<file path="src/rtl/i2s_dac_transmitter.sv">
// I2S master transmitter for an external audio DAC: one-deep stereo buffer on an
// stb/ack handshake, MSB-first serialisation, and mclk/bclk/lrclk generation.
module i2s_dac_transmitter #(
  parameter int SAMPLE_WIDTH     = 16,
  parameter int SLOT_BITS        = 32,
  parameter int BCLK_HALF_PERIOD = 8,
  parameter int MCLK_HALF_PERIOD = 2
) (
  input  logic                    clk,
  input  logic                    rst,
  input  logic [SAMPLE_WIDTH-1:0] left_in,
  input  logic [SAMPLE_WIDTH-1:0] right_in,
  input  logic                    in_stb,
  output logic                    in_ack,
  output logic                    mclk_out,
  output logic                    bclk_out,
  output logic                    lrclk_out,
  output logic                    sdata_out,
  output logic                    frame_stb_out,
  output logic                    underrun_out
);

  localparam int FRAME_BITS = 2 * SLOT_BITS;
  localparam int BW  = (FRAME_BITS > 1) ? $clog2(FRAME_BITS) : 1;
  localparam int BDW = (BCLK_HALF_PERIOD > 1) ? $clog2(BCLK_HALF_PERIOD) : 1;
  localparam int MDW = (MCLK_HALF_PERIOD > 1) ? $clog2(MCLK_HALF_PERIOD) : 1;

  typedef struct packed {
    logic [SAMPLE_WIDTH-1:0] l;
    logic [SAMPLE_WIDTH-1:0] r;
  } pair_t;

  logic [MDW-1:0]        mclk_cnt;
  logic [BDW-1:0]        bclk_cnt;
  logic [BW-1:0]         b, b_nxt;
  logic [FRAME_BITS-1:0] shreg, frame_word;
  pair_t                 buf_pair, last_pair, play_pair;
  logic                  buf_full, buf_full_nxt;
  logic                  bclk_tc, fall_ev, frame_start, accept;

  assign bclk_tc     = (bclk_cnt == BDW'(BCLK_HALF_PERIOD - 1));
  assign fall_ev     = bclk_tc && bclk_out;
  assign frame_start = fall_ev && (b == BW'(FRAME_BITS - 1));
  assign b_nxt       = (b == BW'(FRAME_BITS - 1)) ? '0 : b + 1'b1;
  assign accept      = in_stb && in_ack;

  // A pair accepted on the frame-start cycle lands in the buffer for the next frame.
  assign buf_full_nxt = frame_start ? accept : (buf_full || accept);
  assign play_pair    = buf_full ? buf_pair : last_pair;

  always_comb begin
    frame_word = '0;
    frame_word[FRAME_BITS-1 -: SAMPLE_WIDTH] = play_pair.l;
    frame_word[SLOT_BITS-1  -: SAMPLE_WIDTH] = play_pair.r;
  end

  always_ff @(posedge clk or posedge rst) begin
    if (rst) begin
      mclk_cnt <= '0;
      mclk_out <= 1'b0;
    end else if (mclk_cnt == MDW'(MCLK_HALF_PERIOD - 1)) begin
      mclk_cnt <= '0;
      mclk_out <= ~mclk_out;
    end else begin
      mclk_cnt <= mclk_cnt + 1'b1;
    end
  end

  always_ff @(posedge clk or posedge rst) begin
    if (rst) begin
      bclk_cnt <= '0;
      bclk_out <= 1'b0;
    end else if (bclk_tc) begin
      bclk_cnt <= '0;
      bclk_out <= ~bclk_out;
    end else begin
      bclk_cnt <= bclk_cnt + 1'b1;
    end
  end

  // Data and word select move only on the bclk falling event so the DAC sees
  // them stable at the following rising edge.
  always_ff @(posedge clk or posedge rst) begin
    if (rst) begin
      b             <= BW'(FRAME_BITS - 1);
      shreg         <= '0;
      sdata_out     <= 1'b0;
      lrclk_out     <= 1'b0;
      frame_stb_out <= 1'b0;
      underrun_out  <= 1'b0;
    end else begin
      frame_stb_out <= frame_start;
      underrun_out  <= frame_start && !buf_full;
      if (fall_ev) begin
        b         <= b_nxt;
        lrclk_out <= (b_nxt >= BW'(SLOT_BITS - 1)) && (b_nxt <= BW'(FRAME_BITS - 2));
        if (frame_start) begin
          sdata_out <= frame_word[FRAME_BITS-1];
          shreg     <= {frame_word[FRAME_BITS-2:0], 1'b0};
        end else begin
          sdata_out <= shreg[FRAME_BITS-1];
          shreg     <= {shreg[FRAME_BITS-2:0], 1'b0};
        end
      end
    end
  end

  always_ff @(posedge clk or posedge rst) begin
    if (rst) begin
      buf_pair  <= '0;
      last_pair <= '0;
      buf_full  <= 1'b0;
      in_ack    <= 1'b0;
    end else begin
      buf_full <= buf_full_nxt;
      in_ack   <= !buf_full_nxt;
      if (accept)                  buf_pair  <= '{l: left_in, r: right_in};
      if (frame_start && buf_full) last_pair <= buf_pair;
    end
  end

endmodule
</file>
<file path="config.mk">
export PLATFORM = sky130hd
export DESIGN_NAME = i2s_dac_transmitter
export DESIGN_NICKNAME = d
export VERILOG_FILES = /design/src/rtl/i2s_dac_transmitter.sv
export SDC_FILE = /design/constraint.sdc
export NUM_CORES = 1
export LEC_CHECK = 0
export CORE_MARGIN = 5
export CORE_UTILIZATION = 55
export CTS_CLUSTER_DIAMETER = 100
export DETAILED_ROUTE_END_ITERATION = 8
export PLACE_DENSITY = 0.76
export RECOVER_POWER = 100
export SYNTH_ARGS = -nofsm -noshare
export SYNTH_HDL_FRONTEND = slang
export SYNTH_SLANG_ARGS = --single-unit
</file>
<file path="constraint.sdc">
create_clock -name clk -period 7.7 [get_ports clk]
set_clock_uncertainty 0.15 [all_clocks]
set_input_delay 1.54 -clock clk [delete_from_list [all_inputs] [get_ports clk]]
set_output_delay 1.54 -clock clk [all_outputs]
set_load 0.02 [all_outputs]
</file>
# --- Word level (Yosys, flattened, before mapping) ---
# Index checks and enable logic that the tools add are counted.
totals:
  regBits: 146
  input_bits: 35
  output_inout_bits: 7
  word_cells: 41
classes:
  n_addsub: 3
  magnitude_cmp: 2
  eq_ne: 2
  mux: 7
  bitwise_logic: 2
  reduce_logical: 9
ops:
  columns: ["operator", "count"]
  rows:
  - ["2-to-1 mux 64 bit", 1]
  - ["2-to-1 mux 32 bit", 1]
  - ["adder 6 x 1 -> 6 bit, second input constant", 1]
  - ["== test 6 bit, second input constant", 1]
  - [">= comparator 6 x 5 -> 1 bit, second input constant", 1]
  - ["less-or-equal comparator 6 bit, second input constant", 1]
  - ["logical AND 1 bit", 6]
  - ["2-to-1 mux 6 bit", 1]
  - ["adder 3 x 1 -> 3 bit, second input constant", 1]
  - ["== test 3 bit, second input constant", 1]
  - ["2-to-1 mux 1 bit", 3]
  - ["2-to-1 mux 3 bit", 1]
  - ["logical NOT 1 bit", 2]
  - ["NOT 1 bit", 2]
  - ["adder 1 bit, second input constant", 1]
  - ["logical OR 1 bit", 1]

# --- Depth between registers and ports, before layout ---
logic_depth:
  depth_word: 5
  depth_mapped: 9
  ltp_nobuf: 7

# --- Worst setup path before layout ---
# OpenSTA, ideal clock, no wires.
synth_path:
  path_kind: "in2reg"
  from: "input in_stb"
  to: "register buf_pair[10] in the netlist's numbering"
  setup_time_ns: 0.125
  arrival_ns: 2.420
  t_required_ns: 7.425
  setup_slack_ns: 5.006
  cell_stages: 3
  path_buffers: 1
  path_cell_list: "nand2_1 -> clkbuf_1 -> mux2_2"
synth_between:
  elab_chain_len: 1
synth_lines:
  columns: ["element", "line", "rtl"]
  rows:
  - ["start, declared", "13", "input logic in_stb,"]
  - ["logical AND 1 bit", "45", "assign accept = in_stb && in_ack;"]
  - ["end signal, assigned", "117", "if (accept) buf_pair <= '{l: left_in, r: right_in};"]
  - ["end, declared", "37", "pair_t buf_pair, last_pair, play_pair;"]
# Every way passes these cells.
# A chain may end at the register's enable or synchronous reset.

# --- Worst setup path after layout ---
layout_path:
  from: "register bclk_cnt[0]"
  to: "register shreg[50]"
layout_between:
  elab_chain_len: 4
layout_lines:
  columns: ["element", "line", "rtl"]
  rows:
  - ["start, declared", "34", "logic [BDW-1:0] bclk_cnt;"]
  - ["start signal, assigned", "77", "bclk_cnt <= bclk_cnt + 1'b1;"]
  - ["== test 3 bit (*)", "41", "assign bclk_tc = (bclk_cnt == BDW'(BCLK_HALF_PERIOD - 1));"]
  - ["logical AND 1 bit (*)", "42", "assign fall_ev = bclk_tc && bclk_out;"]
  - ["logical AND 1 bit", "43", "assign frame_start = fall_ev && (b == BW'(FRAME_BITS - 1));"]
  - ["2-to-1 mux 64 bit", "97", "if (frame_start) begin"]
  - ["end signal, assigned", "99", "shreg <= {frame_word[FRAME_BITS-2:0], 1'b0};"]
  - ["end signal, assigned", "102", "shreg <= {shreg[FRAME_BITS-2:0], 1'b0};"]
  - ["end, declared", "36", "logic [FRAME_BITS-1:0] shreg, frame_word;"]
# Mark *: on every way between the ends. The rest lies on a longest branch, timed or not.

==> impl_metrics.toml <==
[status]
status = "finished, violations left"
violations = "capacitance limit, slew limit"

[global_route]
grt_pass1_vias = 3956
grt_pass1_wl_um = 18600
antenna_found_initial = 0
grt_overflow = 0
grt_usage_pct = 18.4
grt_max_degree = 88

[worst_setup_path]
crit_path_max_incr_delay_ns = 2.27
cp_max_fo = 87
r2r-end = "shreg[50]$_DFFE_PP0P_"
r2r_cells = 5
critical_path.cell_chain = "ha_1 > ha_1 > nand2_2 > clkbuf_1 > o21ai_0"
worstReg2RegStart = "bclk_cnt[0]$_DFF_PP0_"
crit_path_start_kind = "register"
slowest_stage = "clkbuf_1"
crit_path_frequent_cell = "ha_1"
path_class = "register to register"
r2r_setup_slack_ns = 3.59
crit_path_end_kind = "register"
required_ns = 7.78
cp.arrival_ns = 4.19

[cells_and_area]
area.growth.synth_to_final_pct = 16.5
final_nets = 555
drive_gt1_share_pct = 14.0
antennaDiodeCount = 0
final_core_util_pct = 66.4

[clocking]
cts_htree_levels = 4
cts_resized = 0
cts_buffer_depth = 2
clk-insertion-delay-late_ns = 0.51
cts_hold_buf = 0
path_clk_slew_ns = 0.06
clock-sinks = 129
cts_setup_buffers = 0
cts_buffers = 17
cts_tree = "done"
clock_tree.root_cell = "clkbuf_8"

[pwr]
p_sw_uw = 300
ir_drop_v = 0.000145
pwr-share-comb_pct = 2.0
p_int_uw = 1200
p_sw_share_pct = 20.0
pwr-share-seq_pct = 45.2
power.share.clock_pct = 52.8
power_density_mw_per_mm2 = 229
power_leakage_uw = 0.00326

[yosys]
muxShareOfSynthArea_pct = 20.5
synth-seq-cells = 129
synth_edf_count = 0
synth_top_area_share_pct = 54.8
yosysSeqAreaShare_pct = 57.6
synth_top_area_cell = "dfrtp_1"
ys.flop_type = "dfrtp_1"
synth_area_leaders = "dfrtp_1 (55%), mux2_4 (8.0%), mux2_2 (6.4%), mux2i_1 (5.7%), nand2_1 (4.9%)"
synthXorXnorAreaFrac_pct = 0.779
synthTopCellsByCount = "dfrtp_1 (123), nand2_1 (73), o21ai_0 (54), nor2_1 (33)"
synth_nets = 522
syn_inst = 482
synth_cell_types = 33
synth_top_family_by_area = "multiplexers"
synth.avg_cell_area_um2 = 11.7
ys_async_sr_fraction_pct = 100
synth_compound_area_share_pct = 8.22
netlist_area_mm2 = 0.00562
yosys_warnings = 0
synthSimpleGateAreaFrac_pct = 8.86
yosysMostFrequentCell = "dfrtp_1"
synthAdderAreaFrac_pct = 1.11

[floorplan]
dieArea_mm2 = 0.0123
num_io_pins = 42
die_h_um = 111
initial_core_util_pct = 57.0
die_x_um = 111
rows = 36
coreArea_mm2 = 0.00986

[timing]
relSlewSlack_pct = -116
fin_crit_ns = 4.11
tightest_slew_ns = 3.24
fin_crit_sh_pct = 53.4
hold_viol_final = 0
slew_viol_final = 208
tns_ns = 0
rsz0062_at_grt = "false"
fmax_ghz = 0.243
finalSetupViolations = 0

[route]
drtIter0Drc = 187
num_vias = 3574
avgViaCountPerCell = 5.42
ant_nets = 0
post_drt_wl_per_cell_um = 15.6
wirelength_um = 10300
remaining_drc_errors = 0
dr.pass1.iters = 5

[min_path]
hp-class = "register to register"
hp-start = "bclk_cnt[0]$_DFF_PP0_"
min_delay_path_depth = 1
min_to = "bclk_cnt[0]$_DFF_PP0_"

[run]
cap_viol_max_count = 4

[place]
portBuffers = 41
gp_congestion = 0.751
hpwl_um = 5860
==> layout by cell type (no fill, tap or decap), drive strengths merged, types with 2 or more instances in the layout <==
cell type,n
inv,4
nand2,75
clkinv,3
clkbuf,23
and2,2
bufinv,3
dfstp,6
mux2,64
nand3,3
buf,2
clkdlybuf4s50,32
ha,5
nand4,3
xnor2,2
xor2,3
mux2i,32
and3,2
nor2,33
clkinvlp,5
o21ai,54
dlygate4sd3,9
dfrtp,123
a21oi,32
==> how the worst max path moves through the flow <==
stage	start	endpoint	slack (ns)	depth (start not counted)
2_1_floorplan	rst	bclk_cnt[0]$_DFF_PP0_	2.58	1
4_1_cts	bclk_out$_DFFE_PP0P_	bclk_out	4.45	1
3_3_place_gp	rst	mclk_cnt$_DFF_PP0_	4.07	3
5_1_grt	bclk_cnt[0]$_DFF_PP0_	shreg[50]$_DFFE_PP0P_	3.11	5
3_5_place_dp	rst	buf_pair[30]$_DFFE_PP0P_	4.04	3
6_report	bclk_cnt[0]$_DFF_PP0_	shreg[50]$_DFFE_PP0P_	3.59	5
==> cell families (layout without fill, tap and decap cells) <==
logic type                 Yosys count  in the layout
xor gates and xnor gates             5              5
buffers and inverters               36             81
and+or+nand+nor                    121            121
DFF                                129            129
adders and majority gates            5              5
muxes                               96             96
AOI/OAI and AO/OA                   90             90
==> layer usage <==
layer / up-vias / GRT usage (%) / share of wire [%] / wire length (µm)
li1: 1716 / - / - / -
met1: 1781 / 22.7 / 44 / 4570
met2: 69 / 31.8 / 52 / 5350
met3: 8 / 4.91 / 3.0 / 314
met4: 0 / 5.76 / 0.86 / 89
met5: - / 0 / 0 / 0
==> flip-flops by register name (all words and copies together), names as in the netlist, 3 cells and up <==
name       count
b              6
bclk_cnt       3
shreg         47
last_pair     32
buf_pair      32
==> power groups by stage <==
| stage | clock network, µW | logic (µW) | registers [µW] |
|---|---|---|---|
| floorplan | 0 | 9.98 | 690 |
| global placement | 0 | 31.1 | 690 |
| detailed placement | 0 | 31.6 | 690 |
| CTS | 801 | 31.8 | 678 |
| global route | 835 | 34.3 | 678 |
| finish | 792 | 30.0 | 679 |
==> stage by stage <==
step	cells	cell area (µm²)	total power, µW	worst slack, ns	hold WS, ns
floorplan	482	5620	700	2.58	0.253
global placement	629	6090	721	4.07	0.263
detailed placement	629	6090	722	4.04	0.270
CTS	660	6680	1510	4.45	0.278
global route	660	6550	1550	3.11	0.321
finish	660	6550	1500	3.59	0.276
==> critical path, delay by kind of cell (launching register included) <==
kind | cells | cell delay, ns
compound gates | 1 | 0.48
fa+ha+maj | 2 | 0.44
buf+inv | 1 | 2.27
flops | 1 | 0.38
simple gates | 1 | 0.07
==> cell type report <==
type | instances | area, µm²
fill | 728 | 3320
sequential | 129 | 3240
clock inverter | 10 | 135
tap | 133 | 166
timing repair buffer | 45 | 433
multi-input combinational | 317 | 2110
clock buffer | 21 | 449
inverter | 5 | 20.0
(Power assumes the default switching activity.)
